==> src/rtl/xmem_stream_wr.sv <==
// xmem_stream_wr: write-side strided address generator and stream sink.
// Words arrive on a valid/ready stream. Each accepted word becomes a one-cycle
// registered write strobe on the xmem DMA port, at addresses that follow the
// same iterations/period/duty/start/shift/incr/delay pattern that xmem reads use.
module xmem_stream_wr #(
    parameter int DATA_W     = 32,
    parameter int MEM_ADDR_W = 10,
    parameter int PERIOD_W   = 10
) (
    input  logic                  clk,
    input  logic                  rst_n,
    input  logic                  init,
    input  logic                  run,
    output logic                  done,
    input  logic [MEM_ADDR_W-1:0] cfg_iter,
    input  logic [PERIOD_W-1:0]   cfg_period,
    input  logic [PERIOD_W-1:0]   cfg_duty,
    input  logic [PERIOD_W-1:0]   cfg_delay,
    input  logic [MEM_ADDR_W-1:0] cfg_start,
    input  logic [MEM_ADDR_W-1:0] cfg_shift,
    input  logic [MEM_ADDR_W-1:0] cfg_incr,
    input  logic                  in_valid,
    input  logic [DATA_W-1:0]     in_data,
    output logic                  in_ready,
    output logic                  data_mem_valid,
    output logic                  data_we,
    output logic [MEM_ADDR_W-1:0] data_addr,
    output logic [DATA_W-1:0]     data_data_in
);

    typedef enum logic [1:0] {
        S_IDLE  = 2'd0,
        S_DELAY = 2'd1,
        S_RUN   = 2'd2
    } state_t;

    state_t                r_state;
    state_t                w_next_state;

    // Shadow copies of the configuration. r_duty holds min(duty, period).
    logic [MEM_ADDR_W-1:0] r_iter;
    logic [PERIOD_W-1:0]   r_period;
    logic [PERIOD_W-1:0]   r_duty;
    logic [PERIOD_W-1:0]   r_delay;
    logic [MEM_ADDR_W-1:0] r_shift;
    logic [MEM_ADDR_W-1:0] r_incr;

    // Pattern walkers.
    logic [MEM_ADDR_W-1:0] r_addr;
    logic [PERIOD_W-1:0]   r_p;
    logic [MEM_ADDR_W-1:0] r_k;
    logic [PERIOD_W-1:0]   r_dcnt;

    // Registered write port.
    logic                  r_mem_valid;
    logic [MEM_ADDR_W-1:0] r_addr_out;
    logic [DATA_W-1:0]     r_data_out;

    logic                  w_ready;
    logic                  w_done;
    logic                  w_hs;
    logic                  w_adv;
    logic                  w_zero_cfg;
    logic                  w_last_slot;
    logic                  w_last_iter;
    logic                  w_start;
    logic [PERIOD_W-1:0]   w_duty_eff;
    logic [MEM_ADDR_W-1:0] w_addr_inc;
    logic [MEM_ADDR_W-1:0] w_addr_step;

    assign w_duty_eff  = (cfg_duty < cfg_period) ? cfg_duty : cfg_period;
    assign w_zero_cfg  = (r_iter == '0) || (r_period == '0) || (r_duty == '0);
    assign w_start     = (r_state == S_IDLE) && !init && run && !w_zero_cfg;
    assign w_hs        = in_valid && w_ready;
    // Duty slots wait for a handshake; idle slots advance unconditionally.
    assign w_adv       = (r_state == S_RUN) && (w_ready ? in_valid : 1'b1);
    assign w_last_slot = (r_p == (r_period - PERIOD_W'(1)));
    assign w_last_iter = (r_k == (r_iter - MEM_ADDR_W'(1)));
    assign w_addr_inc  = w_hs ? r_incr : '0;
    assign w_addr_step = w_last_slot ? (w_addr_inc + r_shift) : w_addr_inc;

    assign in_ready       = w_ready;
    assign done           = w_done;
    assign data_mem_valid = r_mem_valid;
    assign data_we        = r_mem_valid;
    assign data_addr      = r_addr_out;
    assign data_data_in   = r_data_out;

    // State register.
    always_ff @(posedge clk or negedge rst_n) begin
        if (!rst_n) begin
            r_state <= S_IDLE;
        end else begin
            r_state <= w_next_state;
        end
    end

    // Next-state decode: start, delay countdown, end of pattern.
    always_comb begin
        w_next_state = r_state;
        case (r_state)
            S_IDLE: begin
                if (w_start) begin
                    w_next_state = (r_delay != '0) ? S_DELAY : S_RUN;
                end else begin
                    w_next_state = S_IDLE;
                end
            end
            S_DELAY: begin
                if (r_dcnt == '0) begin
                    w_next_state = S_RUN;
                end else begin
                    w_next_state = S_DELAY;
                end
            end
            S_RUN: begin
                if (w_adv && w_last_slot && w_last_iter) begin
                    w_next_state = S_IDLE;
                end else begin
                    w_next_state = S_RUN;
                end
            end
            default: w_next_state = S_IDLE;
        endcase
    end

    // Output decode: ready only in duty slots, done while idle.
    always_comb begin
        w_ready = 1'b0;
        w_done  = 1'b0;
        case (r_state)
            S_IDLE:  w_done  = 1'b1;
            S_DELAY: w_ready = 1'b0;
            S_RUN:   w_ready = (r_p < r_duty);
            default: w_done  = 1'b1;
        endcase
    end

    // Shadow config, slot/iteration/delay counters and running address.
    always_ff @(posedge clk or negedge rst_n) begin
        if (!rst_n) begin
            r_iter   <= '0;
            r_period <= '0;
            r_duty   <= '0;
            r_delay  <= '0;
            r_shift  <= '0;
            r_incr   <= '0;
            r_addr   <= '0;
            r_p      <= '0;
            r_k      <= '0;
            r_dcnt   <= '0;
        end else begin
            case (r_state)
                S_IDLE: begin
                    if (init) begin
                        r_iter   <= cfg_iter;
                        r_period <= cfg_period;
                        r_duty   <= w_duty_eff;
                        r_delay  <= cfg_delay;
                        r_shift  <= cfg_shift;
                        r_incr   <= cfg_incr;
                        r_addr   <= cfg_start;
                    end else if (w_start) begin
                        r_p    <= '0;
                        r_k    <= '0;
                        r_dcnt <= r_delay - PERIOD_W'(1);
                    end
                end
                S_DELAY: begin
                    if (r_dcnt != '0) begin
                        r_dcnt <= r_dcnt - PERIOD_W'(1);
                    end
                end
                S_RUN: begin
                    if (w_adv) begin
                        // Address is left where the pattern ends so a later
                        // run without init continues from it.
                        r_addr <= r_addr + w_addr_step;
                        if (w_last_slot) begin
                            r_p <= '0;
                            r_k <= w_last_iter ? '0 : (r_k + MEM_ADDR_W'(1));
                        end else begin
                            r_p <= r_p + PERIOD_W'(1);
                        end
                    end
                end
                default: begin
                    r_p <= '0;
                    r_k <= '0;
                end
            endcase
        end
    end

    // Registered write port: one strobe in the cycle after each handshake.
    always_ff @(posedge clk or negedge rst_n) begin
        if (!rst_n) begin
            r_mem_valid <= 1'b0;
            r_addr_out  <= '0;
            r_data_out  <= '0;
        end else begin
            r_mem_valid <= w_hs;
            if (w_hs) begin
                r_addr_out <= r_addr;
                r_data_out <= in_data;
            end
        end
    end

endmodule

==> config.mk <==
export PLATFORM = sky130hd
export DESIGN_NAME = xmem_stream_wr
export DESIGN_NICKNAME = d
export VERILOG_FILES = /design/src/rtl/xmem_stream_wr.sv
export SDC_FILE = /design/constraint.sdc
export NUM_CORES = 1
export LEC_CHECK = 0
export CAP_MARGIN = 25
export CORE_ASPECT_RATIO = 1.5
export CORE_UTILIZATION = 40
export DETAILED_ROUTE_END_ITERATION = 7
export PLACE_DENSITY = 0.68
export SETUP_SLACK_MARGIN = 0.5
export SLEW_MARGIN = 30
export SYNTH_ARGS = -nofsm -noshare
export SYNTH_HDL_FRONTEND = slang
export SYNTH_SLANG_ARGS = --single-unit
==> constraint.sdc <==
create_clock -name clk -period 5.7 [get_ports clk]
set_clock_uncertainty 0.15 [all_clocks]
set_input_delay 1.14 -clock clk [delete_from_list [all_inputs] [get_ports clk]]
set_output_delay 1.14 -clock clk [all_outputs]
set_load 0.02 [all_outputs]
==> results.cfg <==
[outcome]
status = finished, final reports clean

[clock_tree]
cts_sinks = 145
cts_buffer_depth = 2
h-tree-depth = 4
clkSlewWorstSetupHoldPaths_ns = 0.06
clk_latency_ns = 0.43
cts_tree = built
cts-root-buf = clkbuf_16
postCtsHoldBufs = 0
cts_buffers = 17

[global_routing]
grt_pass1_vias = 6952
antenna_found_initial = 0
grt_pass1_wl_um = 34200
grt_max_degree = 107
globalRouteOverflowTotal = 0
grt.total_usage = 0.199

[logic_synthesis]
synth-edff-count = 0
synth_top_cells_by_area = dfrtp_1 (43%), nand2_1 (8.4%), ha_1 (6.6%)
synth_top_area_cell = dfrtp_1
async_flop_share = 1.00
syn_nets = 1064
yosys_warnings = 0
synth_top_area_frac = 0.432
netlist_instances = 911
ys_ff_latch = 145
seq_area_frac_synth = 0.432
synthFlopType = dfrtp_1
syn-mean-instance-area_um2 = 9.22
synth_cell_types = 59
synth_area_um2 = 8400

[sta]
setup_tns_ns = 0
grt_setup_unrepaired = yes
fmax_mhz = 198
fin_crit_ns = 5.04
fin_crit_sh = 0.885
slew_viol_final = 0
slew_headroom = 0.424
hold_viol_final = 0
worstMarginPinSlew_ns = 0.864
setup_viol = 0
fin_ws_ns = 0.657

[worst_setup_path]
cp_cell_sequence = ha_1 -> a211o_1 -> o211ai_1 -> o2111ai_4 -> nor2_4 -> and3_4 -> ha_1 -> a21o_1 -> a21oi_4 -> nand3b_1 -> nor4_1 -> or3_1 -> or3_1 -> nand2_1 -> ha_1 -> a2111oi_0 -> or3_1 -> o21ai_1 -> xnor2_1 -> nor4_1 -> nand3b_1
cp-end-kind = flop
arrival_ns = 5.25
cp_data_required_time_ns = 5.91
cp-start-kind = flop
crit_fanout = 8
cp.buffers_inverters = 0
cpMaxStageDelayCell = dfrtp_2
critPathMaxStageDelay_ns = 0.45
crit_family = simple AND/OR/NAND/NOR gates
path_class = flop to flop

[routing]
vias = 6963
met3RoutedLength_um = 966
via_per_inst = 5.21
wl_met2_um = 10600
highest_layer = met4
drtIter0Drc = 264
met1_length_um = 8420
antenna_left = 0
finalWirelength_um = 20700
drc_errors = 0
post_drt_wl_per_cell_um = 15.5
dr.pass1.iters = 5

[place]
gp_congestion = 0.854
placed_cell_area_um2 = 10200
post-place-ws_ns = 0.364
port_buffers = 152
hpwl_um = 15200

[layout]
n_antenna_cell = 0
final_cell_mix = nand2_1 (186), clkdlybuf4s50_1 (151), dfrtp_1 (142)
final_common_cell = nand2_1
syn2layout_area_growth_pct = 29.8
drive_gt1_frac = 0.104
final_area_um2 = 10900
final_nets = 1215

[pwr]
ir_drop_mv = 0.168
power_density_nw_per_um2 = 216
p_leak_nw = 5.16

[floorplan]
die_h_um = 179
placementRows = 64
dieArea_um2 = 21600
initial_core_util = 0.410
core_um2 = 20500
die_w_um = 120
io_pins = 153

[worst_hold_path]
hp-class = flop to flop

[job]
drv_cap = 0
-- synth_stat cells, drive strengths merged, types with 7 or more instances --
cell type	count
nor3	20
clkbuf	27
nand4	8
dfrtp	145
ha	44
inv	40
a21o	7
buf	10
o2bb2ai	9
nand2b	14
xnor2	32
nor4	13
xor2	20
o21ai	55
mux2i	27
nand3	20
mux2	44
nand2	187
a21oi	50
nor2	52
and3	18
o22ai	7
or3	7
-- state kept, by name, indices dropped and copies added (netlist names) --
signal and count:
data_addr 10, data_data_in 32, data_mem_valid 1, r_addr 10, r_dcnt 10, r_delay 10
r_duty 10, r_incr 10, r_iter 10, r_k 10, r_p 10, r_period 10
r_shift 10, r_state 2
-- worst paths after layout --
path,startpoint,to,cells after the start,slack [ns]
max,r_p[7]$_DFFE_PN0P_,r_addr[9]$_DFFE_PN0P_,21,0.66
min,data_addr[8]$_DFFE_PN0N_,data_addr[8]$_DFFE_PN0N_,2,0.32
max reg2reg,r_p[7]$_DFFE_PN0P_,r_addr[9]$_DFFE_PN0P_,21,0.66
min reg2reg,data_addr[8]$_DFFE_PN0N_,data_addr[8]$_DFFE_PN0N_,2,0.32
max in group asynchronous,rst_n,data_data_in[24]$_DFFE_PN0N_,2,3.64
min in group asynchronous,rst_n,r_duty[0]$_DFFE_PN0P_,1,0.66
-- worst register-to-register path: cells and delay by family (launching register included) --
| kind | cells | cell delay [ns] |
|---|---|---|
| adders and majority gates | 3 | 0.71 |
| DFF | 1 | 0.45 |
| xor gates and xnor gates | 1 | 0.10 |
| AOI/OAI and AO/OA | 7 | 1.24 |
| and+or+nand+nor | 10 | 2.33 |
-- where the power goes --
group          switching, mW  leakage (nW)  internal [mW]  total, mW
logic                 0.0566          2.91         0.0881      0.145
registers            0.00443          1.96           1.03       1.04
clock network          0.424         0.294          0.748       1.17
total                  0.485          5.16           1.87       2.36
-- metrics by stage --
stage,hold slack (ns),power [mW],util,cells
after CTS,0.326,2.38,0.528,1331
after global placement,0.306,1.20,0.497,1302
after floorplan,0.313,1.10,-,911
after global routing,0.346,2.44,0.532,1336
after detailed placement,0.312,1.20,0.497,1302
final,0.321,2.36,0.532,1336
-- logic make-up (layout without fill, tap and decap cells) --
logic type,Yosys count,count (layout),synth area share
AO/OA/AOI/OAI,158,158,0.114
XOR/XNOR,52,52,0.0542
adder cells (fa/ha/maj),48,48,0.0727
buffers and inverters,78,239,0.0366
flip-flops,145,145,0.432
multiplexers,71,71,0.0912
AND/OR/NAND/NOR,359,359,0.200
-- per-layer routing --
metal,global-route usage,vias to the layer above
met4,0.0948,0
met3,0.0330,36
li1,-,3443
met5,0,-
met2,0.355,202
met1,0.228,3282
-- final cells by class --
type	count	area [um^2]
Multi-Input combinational cell	688	4520
Clock buffer	20	457
Sequential cell	145	3630
Fill cell	1895	9600
Inverter	41	154
Clock inverter	9	158
Timing Repair Buffer	169	1650
Tap cell	264	330
-- what timing repair did --
item,CTS,global route
pin swaps,0,2
buffers inserted,0,5
cloned,0,0
endpoints found under the setup margin,1,4
gates resized for setup,3,11
Power figures use the tool's default switching activity.
